File: src/rtl/button_conditioner.sv
// rtl/button_conditioner.sv - pushbutton synchroniser, debouncer and auto-repeat strobe generator
module button_conditioner #(
    parameter int NUM_BTN         = 3,
    parameter bit ACTIVE_LOW      = 1'b1,
    parameter int DEBOUNCE_CYCLES = 1000000,
    parameter int REPEAT_DELAY    = 25000000,
    parameter int REPEAT_RATE     = 5000000
) (
    input  logic               clk,
    input  logic               reset,
    input  logic [NUM_BTN-1:0] btn_pad,
    output logic [NUM_BTN-1:0] btn_level,
    output logic [NUM_BTN-1:0] btn_press,
    output logic [NUM_BTN-1:0] btn_release,
    output logic [NUM_BTN-1:0] btn_repeat
);

    // Debounce counter holds 1..DEBOUNCE_CYCLES and is never incremented past the top.
    localparam int CNT_W = $clog2(DEBOUNCE_CYCLES + 1);
    localparam logic [CNT_W-1:0] CNT_ONE = CNT_W'(1);
    localparam logic [CNT_W-1:0] CNT_TOP = CNT_W'(DEBOUNCE_CYCLES);

    // Repeat counter: a strobe fires on the cycle it would reach REPEAT_DELAY, so the
    // stored value tops out at REPEAT_DELAY-1 and then reloads to keep the REPEAT_RATE phase.
    localparam bit REPEAT_EN = (REPEAT_DELAY > 0);
    localparam int RPT_MAX   = REPEAT_EN ? REPEAT_DELAY : 1;
    localparam int RCNT_W    = $clog2(RPT_MAX + 1);
    localparam int RELOAD_I  = (REPEAT_RATE >= RPT_MAX) ? 0 : (RPT_MAX - REPEAT_RATE);
    localparam logic [RCNT_W-1:0] RCNT_LAST   = RCNT_W'(RPT_MAX - 1);
    localparam logic [RCNT_W-1:0] RCNT_RELOAD = RCNT_W'(RELOAD_I);

    // Synchroniser reset value is the pad level of a released button.
    localparam logic [NUM_BTN-1:0] PAD_RELEASED = {NUM_BTN{ACTIVE_LOW}};

    typedef enum logic [1:0] {
        IDLE     = 2'd0,
        DB_PRESS = 2'd1,
        HELD     = 2'd2,
        DB_REL   = 2'd3
    } state_t;

    logic [NUM_BTN-1:0] sync1_q;
    logic [NUM_BTN-1:0] sync2_q;

    // Two-flop synchroniser for the asynchronous pads, all channels together.
    always_ff @(posedge clk) begin
        if (reset) begin
            sync1_q <= PAD_RELEASED;
            sync2_q <= PAD_RELEASED;
        end else begin
            sync1_q <= btn_pad;
            sync2_q <= sync1_q;
        end
    end

    for (genvar g = 0; g < NUM_BTN; g++) begin : g_chan
        logic              p;
        state_t            state_q;
        state_t            state_d;
        logic [CNT_W-1:0]  cnt_q;
        logic [CNT_W-1:0]  cnt_d;
        logic [RCNT_W-1:0] rcnt_q;
        logic [RCNT_W-1:0] rcnt_d;
        logic              press_d;
        logic              release_d;
        logic              repeat_d;
        logic              level_d;
        logic              level_q;
        logic              press_q;
        logic              release_q;
        logic              repeat_q;

        // Polarity-normalised synchronised sample, 1 = pressed.
        assign p = ACTIVE_LOW ? ~sync2_q[g] : sync2_q[g];

        // State and counter registers; reset aborts any debounce or hold in progress.
        always_ff @(posedge clk) begin
            if (reset) begin
                state_q <= IDLE;
                cnt_q   <= '0;
                rcnt_q  <= '0;
            end else begin
                state_q <= state_d;
                cnt_q   <= cnt_d;
                rcnt_q  <= rcnt_d;
            end
        end

        // Next-state, counter updates and strobe decisions for this channel.
        always_comb begin
            state_d   = state_q;
            cnt_d     = cnt_q;
            rcnt_d    = rcnt_q;
            press_d   = 1'b0;
            release_d = 1'b0;
            repeat_d  = 1'b0;
            case (state_q)
                IDLE: begin
                    if (p) begin
                        state_d = DB_PRESS;
                        cnt_d   = CNT_ONE;
                    end
                end
                DB_PRESS: begin
                    if (!p) begin
                        state_d = IDLE;
                    end else if (cnt_q == CNT_TOP) begin
                        state_d = HELD;
                        rcnt_d  = '0;
                        press_d = 1'b1;
                    end else begin
                        cnt_d = cnt_q + 1'b1;
                    end
                end
                HELD: begin
                    if (!p) begin
                        state_d = DB_REL;
                        cnt_d   = CNT_ONE;
                    end else if (REPEAT_EN) begin
                        if (rcnt_q == RCNT_LAST) begin
                            rcnt_d   = RCNT_RELOAD;
                            press_d  = 1'b1;
                            repeat_d = 1'b1;
                        end else begin
                            rcnt_d = rcnt_q + 1'b1;
                        end
                    end
                end
                DB_REL: begin
                    // A bounce back to pressed returns to HELD with the repeat phase intact.
                    if (p) begin
                        state_d = HELD;
                    end else if (cnt_q == CNT_TOP) begin
                        state_d   = IDLE;
                        release_d = 1'b1;
                    end else begin
                        cnt_d = cnt_q + 1'b1;
                    end
                end
                default: begin
                    state_d = IDLE;
                end
            endcase
            level_d = (state_d == HELD) || (state_d == DB_REL);
        end

        // Registered outputs, launched on the same edge as the state transition.
        always_ff @(posedge clk) begin
            if (reset) begin
                level_q   <= 1'b0;
                press_q   <= 1'b0;
                release_q <= 1'b0;
                repeat_q  <= 1'b0;
            end else begin
                level_q   <= level_d;
                press_q   <= press_d;
                release_q <= release_d;
                repeat_q  <= repeat_d;
            end
        end

        assign btn_level[g]   = level_q;
        assign btn_press[g]   = press_q;
        assign btn_release[g] = release_q;
        assign btn_repeat[g]  = repeat_q;
    end

endmodule

File: config.mk
export PLATFORM = sky130hd
export DESIGN_NAME = button_conditioner
export DESIGN_NICKNAME = d
export VERILOG_FILES = /design/src/rtl/button_conditioner.sv
export SDC_FILE = /design/constraint.sdc
export NUM_CORES = 1
export LEC_CHECK = 0
export CAP_MARGIN = 20
export CORE_UTILIZATION = 50
export DETAILED_ROUTE_END_ITERATION = 10
export HOLD_SLACK_MARGIN = 0.03
export MAX_ROUTING_LAYER = met4
export PLACE_DENSITY = 0.7
export SYNTH_ARGS = -nofsm -noshare
export SYNTH_HDL_FRONTEND = slang
export SYNTH_SLANG_ARGS = --single-unit
File: constraint.sdc
create_clock -name clk -period 2.5 [get_ports clk]
set_input_delay 0.25 -clock clk [delete_from_list [all_inputs] [get_ports clk]]
set_output_delay 0.25 -clock clk [all_outputs]
set_load 0.02 [all_outputs]
==> reports/metrics.json, run 1 <==
{
  "placement": {
    "placed_cell_area_um2": 8500,
    "placement.io_buffers": 16,
    "place.gp.congestion": 0.848,
    "hpwl_reported_at_the_end_of_detailed_placement_um": 11600
  },
  "timing": {
    "skew_ps": 10.3,
    "max_clock_freq_mhz": 423,
    "final-max-slew-violation-count": 0,
    "slew-limit-headroom_pct": 49.4,
    "timing.final.hold_violations": 0,
    "setup_viol": 0,
    "final_min_period_over_clock_period_pct": 94.5,
    "totalNegativeSetupSlack_ps": 0,
    "tightestPinTransition_ps": 752,
    "min_period_ps": 2360
  },
  "setup_path": {
    "timing.critical_path.cells": "or4b_4 > nor4_4 > a31oi_4 > or2_4 > or4_1 > a21oi_1",
    "cp.required_ps": 2850,
    "worst-endpoint-arrival_ps": 2710,
    "worst_setup_path_end_kind": "flip-flop",
    "cp_num_cells": 6,
    "worst-r2r-cell-count": 6,
    "critPathTopFamily": "simple AND/OR/NAND/NOR gates",
    "worstPathBufferInverterCount": 0,
    "criticalPathCategory": "flip-flop to flip-flop",
    "critical_path.max_stage_delay_ps": 570,
    "critPathSlowestCell": "or4b_4",
    "start_kind": "flip-flop",
    "critical_path_peak_fanout": 5
  },
  "final_layout": {
    "finish.net_count": 1030,
    "fin_area_um2": 9210,
    "num-fill-cells": 1402,
    "layout-area-overhead-vs-synth_pct": 15.1,
    "drive_gt1_share_pct": 9.75,
    "num_antenna_cells": 0
  },
  "route": {
    "drt_wl_total_um": 17000,
    "detail-route-antenna-nets": 0,
    "wire_per_inst_um": 13.8,
    "first_iteration_detailed_routing_drc_count": 403,
    "vias_per_cell": 5.50,
    "initial_drt_pass_iterations": 5,
    "via_count": 6747,
    "drc": 0
  },
  "hold_path": {
    "holdCritPathClass": "input port to flip-flop",
    "holdPathStages": 4
  },
  "synth": {
    "ys.flop_type": "dfxtp_1",
    "count_of_flip_flops_with_a_built_in_enable_after_synthesis": 0,
    "synth_nets": 1000,
    "postSynth.asyncResetShare_pct": 0,
    "yosysTopAreaCell": "dfxtp_1",
    "postSynthRegisterBits": 159,
    "synth_cell_type_count": 62,
    "synthesis.area_per_instance_um2": 8.23,
    "synth.top_cell.area_share_pct": 39.8,
    "syn_area_um2": 8000,
    "synth_top_cells_by_area": "dfxtp_1, nor2_1, xnor2_1, xor2_1, nand2_1",
    "synth_cells": 972,
    "synth-seq-area-share_pct": 39.8,
    "synth.yosys.warnings": 0
  },
  "cts": {
    "cts_inserted_buffers": 17,
    "h-tree-depth": 4,
    "clock_sink_count": 159,
    "clk-insertion-delay-late_ps": 430,
    "cts_setup_buffers": 0,
    "tritoncts": "done",
    "clockBufferDepth": 2,
    "clk_transition_reported_paths_ps": 60,
    "clock_tree.root_cell": "clkbuf_16"
  },
  "global_routing": {
    "grt_antenna_before_repair": 0,
    "grt_util_all_layers_pct": 22.2,
    "grt-ovfl-total": 0,
    "wire_length_of_the_first_global_routing_pass_um": 28700,
    "grt_pass1_vias": 6101,
    "pin_count_of_the_biggest_net_entering_global_routing": 46
  },
  "power": {
    "ir_drop_mv": 0.590,
    "cellPowerDensity_nw_per_um2": 754,
    "p_leak_nw": 3.09
  },
  "outcome": {
    "status": "finished clean"
  },
  "die": {
    "design.die.area_um2": 16500,
    "die-width_um": 129,
    "io_pins": 17,
    "row_count": 45,
    "chipHeight_um": 129,
    "initial_core_util_pct": 51.9,
    "core_region_area_um2": 15400
  },
  "flow_run": {
    "cap_violations": 0
  }
}
[per-layer routing]
metal	routed length (um)	part of all wire, %	GRT usage, %
met5	0	0	-
met4	174	1.0	6.02
met3	639	3.8	4.66
met2	7530	44	33.2
met1	8640	51	30.2
[synth_stat cells (all sizes together), types with 22 or more instances]
| cell type | number |
|---|---|
| a21oi | 49 |
| clkbuf | 27 |
| dfxtp | 159 |
| ha | 23 |
| inv | 27 |
| nand2 | 93 |
| nand3 | 43 |
| nand4 | 36 |
| nor2 | 135 |
| nor3 | 41 |
| nor4 | 22 |
| o21ai | 26 |
| xnor2 | 50 |
| xor2 | 45 |
[layout by cell type (no fill, tap or decap), drive strengths merged, types with 15 or more instances in the layout]
master         instances
nand3                 43
xnor2                 50
xor2                  45
dfxtp                159
or3                   15
nand2                 93
nor2                 135
clkbuf                19
nand4                 36
nor3                  41
and3                  21
clkdlybuf4s50         15
buf                   41
ha                    23
o21ai                 26
nor4                  22
a211oi                15
inv                   28
a21oi                 49
[layout make-up]
class / count / area (um2) / share of cell area [%]
Clock buffer: 19 / 453 / 4.92
Clock inverter: 13 / 234 / 2.54
Inverter: 27 / 101 / 1.10
Multi-Input combinational cell: 741 / 4520 / 49.0
Sequential cell: 159 / 3180 / 34.6
Tap cell: 211 / 264 / 2.87
Timing Repair Buffer: 56 / 459 / 4.99
[repair_timing]
action                     in CTS  in global routing
setup endpoints to repair       1                 15
resized for setup               1                  4
pin swaps                       0                  1
hold buffers                    0                  0
cloned                          0                  0
[through the flow]
| stage | instances | setup WS (ps) | utilization, % | power, mW | hold slack (ps) |
|---|---|---|---|---|---|
| global placement | 1194 | 149 | 55.1 | 3.97 | 398 |
| global route | 1226 | -6.47 | 59.7 | 7.24 | 246 |
| floorplan | 972 | 134 | - | 3.64 | 354 |
| finish | 1226 | 137 | 59.7 | 6.94 | 239 |
| detailed placement | 1194 | 97.9 | 55.1 | 3.98 | 404 |
| CTS | 1226 | 77.5 | 59.6 | 6.98 | 216 |
[worst min-delay path, cell delays in order]
cell and delay (ps):
buf_2 90, inv_2 140, nand2_1 90, a21oi_1 30
[registers in the layout, indices dropped and copies added (netlist names)]
name              flops
g_chan.release_q      3
g_chan.cnt_q         60
g_chan.state_q        6
g_chan.rcnt_q        75
g_chan.level_q        3
sync2_q               3
g_chan.press_q        3
sync1_q               3
g_chan.repeat_q       3
[logic make-up (layout without fill, tap and decap cells)]
family | count (synthesis) | count (layout) | synth area share (%)
compound gates | 131 | 131 | 10.5
simple gates | 491 | 491 | 31.6
fa+ha+maj | 23 | 23 | 3.60
mux | 1 | 1 | 0.125
buf+inv | 72 | 115 | 4.00
flops | 159 | 159 | 39.8
xor+xnor | 95 | 95 | 10.4
[path summary, 6_finish.rpt]
kind	from	endpoint	slack [ps]
setup reg to reg	g_chan[0].cnt_q[3]$_SDFFE_PP0P_	g_chan[0].rcnt_q[7]$_SDFFE_PP0P_	140
hold / removal	reset	g_chan[2].cnt_q[0]$_SDFFE_PP0P_	240
setup / recovery	g_chan[0].cnt_q[3]$_SDFFE_PP0P_	g_chan[0].rcnt_q[7]$_SDFFE_PP0P_	140
hold reg to reg	sync1_q[2]$_SDFF_PP1_	sync2_q[2]$_SDFF_PP1_	410
[power breakdown]
group	total [mW]	switching (mW)	internal (mW)
Combinational	1.23	0.765	0.462
Sequential	2.72	0.0910	2.63
Clock	3.00	1.06	1.93
Total	6.94	1.92	5.02
(Power assumes the default switching activity.)
==> run 2, diff against run 1 <==
--- a/config.mk
+++ b/config.mk
@@ -6,11 +6,13 @@
 export NUM_CORES = 1
 export LEC_CHECK = 0
 export CAP_MARGIN = 20
+export CORE_MARGIN = 3
 export CORE_UTILIZATION = 50
 export DETAILED_ROUTE_END_ITERATION = 10
+export DONT_BUFFER_PORTS = 1
 export HOLD_SLACK_MARGIN = 0.03
 export MAX_ROUTING_LAYER = met4
-export PLACE_DENSITY = 0.7
+export PLACE_DENSITY = 0.69
 export SYNTH_ARGS = -nofsm -noshare
 export SYNTH_HDL_FRONTEND = slang
 export SYNTH_SLANG_ARGS = --single-unit
==> reports/metrics.json, run 2 (synthesis gave the netlist of run 1 again) <==
{
  "cts": {
    "tritoncts": "done",
    "h-tree-depth": {"value": 4, "change": "unchanged"},
    "clock_tree.root_cell": "clkbuf_16",
    "clk-insertion-delay-late": {"value": 430, "unit": "ps", "change": "about the same"},
    "clock_sink_count": {"value": 159, "change": "unchanged"},
    "clk_transition_reported_paths": {"value": 60, "unit": "ps", "change": "about the same"},
    "clockBufferDepth": {"value": 2, "change": "unchanged"},
    "cts_inserted_buffers": {"value": 17, "change": "unchanged"}
  },
  "final_layout": {
    "layout_top_registers": "g_chan.rcnt_q x75, g_chan.cnt_q x60, g_chan.state_q x6",
    "finish.net_count": {"value": 1015, "change": "-1.5%"},
    "final_cell_mix": "dfxtp_1, nor2_1, nand2_1, xnor2_1, a21oi_1",
    "drive_gt1_share": {"value": 9.21, "unit": "%", "change": "-0.54 points"},
    "num-fill-cells": {"value": 1400, "change": "-0.14%"},
    "num_antenna_cells": {"value": 0, "change": "unchanged"},
    "top_register": "g_chan.rcnt_q",
    "largest_reg_flops": {"value": 75, "change": "unchanged"},
    "layout_commonest_cell": "dfxtp_1",
    "layout-area-overhead-vs-synth_pct": 12.2,
    "post-route-util": {"value": 58.2, "unit": "%", "change": "-1.5 points"}
  },
  "route": {
    "initial_drt_pass_iterations": {"value": 7, "change": "+2"},
    "drc": {"value": 0, "change": "unchanged"},
    "vias_per_cell": {"value": 5.50, "change": "about the same"},
    "first_iteration_detailed_routing_drc_count": {"value": 490, "change": "+22%"},
    "wire_per_inst": {"value": 13.9, "unit": "um", "change": "+0.56%"},
    "drt_wl_total": {"value": 16900, "unit": "um", "change": "-0.75%"},
    "via_count": {"value": 6657, "change": "-1.3%"},
    "detail-route-antenna-nets": {"value": 0, "change": "unchanged"}
  },
  "global_routing": {
    "grt_util_all_layers": {"value": 19.9, "unit": "%", "change": "-2.2 points"},
    "pin_count_of_the_biggest_net_entering_global_routing": {"value": 44, "change": "-4.3%"},
    "grt_antenna_before_repair": {"value": 0, "change": "unchanged"},
    "wire_length_of_the_first_global_routing_pass": {"value": 28600, "unit": "um", "change": "-0.41%"},
    "grt-ovfl-total": {"value": 0, "change": "unchanged"},
    "grt_pass1_vias": {"value": 6161, "change": "+0.98%"}
  },
  "timing": {
    "slew-limit-headroom": {"value": 58.8, "unit": "%", "change": "+9.4 points"},
    "totalNegativeSetupSlack": {"value": 0, "unit": "ps", "change": "unchanged"},
    "max_clock_freq": {"value": 426, "unit": "MHz", "change": "+0.75%"},
    "grt_setup_unrepaired": "no",
    "setup_viol": {"value": 0, "change": "unchanged"},
    "final-max-slew-violation-count": {"value": 0, "change": "unchanged"},
    "tightestPinTransition": {"value": 617, "unit": "ps", "change": "-135 ps"},
    "timing.final.hold_violations": {"value": 0, "change": "unchanged"},
    "min_period": {"value": 2350, "unit": "ps", "change": "-17.7 ps"},
    "final_min_period_over_clock_period": {"value": 93.8, "unit": "%", "change": "-0.71 points"},
    "skew": {"value": 6.64, "unit": "ps", "change": "-3.67 ps"}
  },
  "die": {
    "design.die.area": {"value": 17600, "unit": "um2", "change": "+6.3%"},
    "die-width": {"value": 133, "unit": "um", "change": "+3.1%"},
    "chipHeight": {"value": 133, "unit": "um", "change": "+3.1%"},
    "initial_core_util": {"value": 51.9, "unit": "%", "change": "unchanged"},
    "core_region_area": {"value": 15400, "unit": "um2", "change": "unchanged"},
    "row_count": {"value": 45, "change": "unchanged"},
    "io_pins": {"value": 17, "change": "unchanged"}
  },
  "hold_path": {
    "holdCritPathClass": "input port to flip-flop"
  },
  "flow_run": {
    "cap_violations": {"value": 0, "change": "unchanged"}
  },
  "setup_path": {
    "start_kind": "flip-flop",
    "worst-r2r-setup-slack": {"value": 150, "unit": "ps", "change": "+20 ps"},
    "criticalPathCategory": "flip-flop to flip-flop",
    "cp.required": {"value": 2860, "unit": "ps", "change": "about the same"},
    "worst_setup_path_end_kind": "flip-flop",
    "worst-endpoint-arrival": {"value": 2710, "unit": "ps", "change": "about the same"},
    "critical_path_peak_fanout": {"value": 4, "change": "-1"}
  },
  "power": {
    "clk_pwr_share": {"value": 39.9, "unit": "%", "change": "-3.3 points"},
    "switching_share": {"value": 28.5, "unit": "%", "change": "+0.81 points"},
    "p_leak": {"value": 3.00, "unit": "nW", "change": "-2.9%"},
    "gate_power_share": {"value": 17.8, "unit": "%", "change": "about the same"},
    "power_report.internal_total": {"value": 4.65, "unit": "mW", "change": "-7.5%"},
    "seqPwrFrac": {"value": 42.3, "unit": "%", "change": "+3.1 points"},
    "switching_power": {"value": 1.85, "unit": "mW", "change": "-3.7%"},
    "cellPowerDensity": {"value": 723, "unit": "nW/um2", "change": "-4.0%"},
    "ir_drop": {"value": 0.589, "unit": "mV", "change": "-0.27%"}
  },
  "placement": {
    "place.gp.congestion": {"value": 0.898, "change": "+5.8%"},
    "hpwl_reported_at_the_end_of_detailed_placement": {"value": 11400, "unit": "um", "change": "-1.9%"},
    "placement.io_buffers": {"value": 0, "change": "-16"}
  },
  "outcome": {
    "status": "finished clean"
  }
}
-- run 2: cell types whose count changed in the layout (fill, tap and decap cells not counted), moves of 2 or more --
cell / delta
buf_12: +2
buf_4: -3
bufinv_16: -3
dlygate4sd3_1: +3
clkdlybuf4s50_1: -15
clkinv_2: +4
-- run 2: final cells by class --
type / count / area (um2) / share of cell area [%]
Timing Repair Buffer: 41 / 340 / 3.79
Inverter: 27 / 101 / 1.13
Sequential cell: 159 / 3180 / 35.4
Clock inverter: 12 / 144 / 1.60
Tap cell: 211 / 264 / 2.94
Multi-Input combinational cell: 741 / 4510 / 50.2
Clock buffer: 19 / 443 / 4.93
-- run 2: path summary, 6_finish.rpt --
| kind | start | endpoint | depth (start not counted) |
|---|---|---|---|
| max reg2reg | g_chan[0].cnt_q[3]$_SDFFE_PP0P_ | g_chan[0].rcnt_q[7]$_SDFFE_PP0P_ | 6 |
| min | reset | g_chan[1].press_q$_SDFF_PP0_ | 2 |
| min reg2reg | sync1_q[0]$_SDFF_PP1_ | sync2_q[0]$_SDFF_PP1_ | 1 |
| max | g_chan[0].cnt_q[3]$_SDFFE_PP0P_ | g_chan[0].rcnt_q[7]$_SDFFE_PP0P_ | 6 |
-- run 2: metrics by stage --
stage,instance area [um2],setup WS [ps],std cells,power (mW),hold slack (ps)
after floorplan,8000,134,972,3.64,354
after global placement,8330,159,1174,3.93,328
after detailed placement,8330,120,1174,3.93,331
after global routing,8980,23.5,1210,6.80,60.5
after CTS,8970,103,1209,6.55,33.5
final,8980,155,1210,6.49,55.5
-- run 2: power groups by stage --
stage | sequential, mW | combinational (mW) | clock [mW]
final | 2.74 | 1.16 | 2.59
after global routing | 2.76 | 1.31 | 2.73
after CTS | 2.75 | 1.16 | 2.65
after detailed placement | 2.80 | 1.13 | 0
after global placement | 2.80 | 1.13 | 0
after floorplan | 2.75 | 0.895 | 0
-- run 2: repair_timing --
item / CTS / global route
setup buffers: 0 / 1
endpoints found under the setup margin: 0 / 6
gates resized for setup: 0 / 2
hold buffers: 4 / 0
endpoints found under the hold margin: 43 / 0
-- run 2: routing by layer --
metal  part of all wire, %  GRT usage [%]
met5                     0              -
met4                   1.1           6.06
met3                   3.6           4.22
met2                    46           30.9
met1                    49           26.3
-- run 2: worst max-delay path: stages (launching register included) --
cell,delay (ps)
dfxtp_1,340
or4b_4,570
nor4_4,330
a31oi_4,150
or2_4,270
or4_1,470
a21oi_1,150
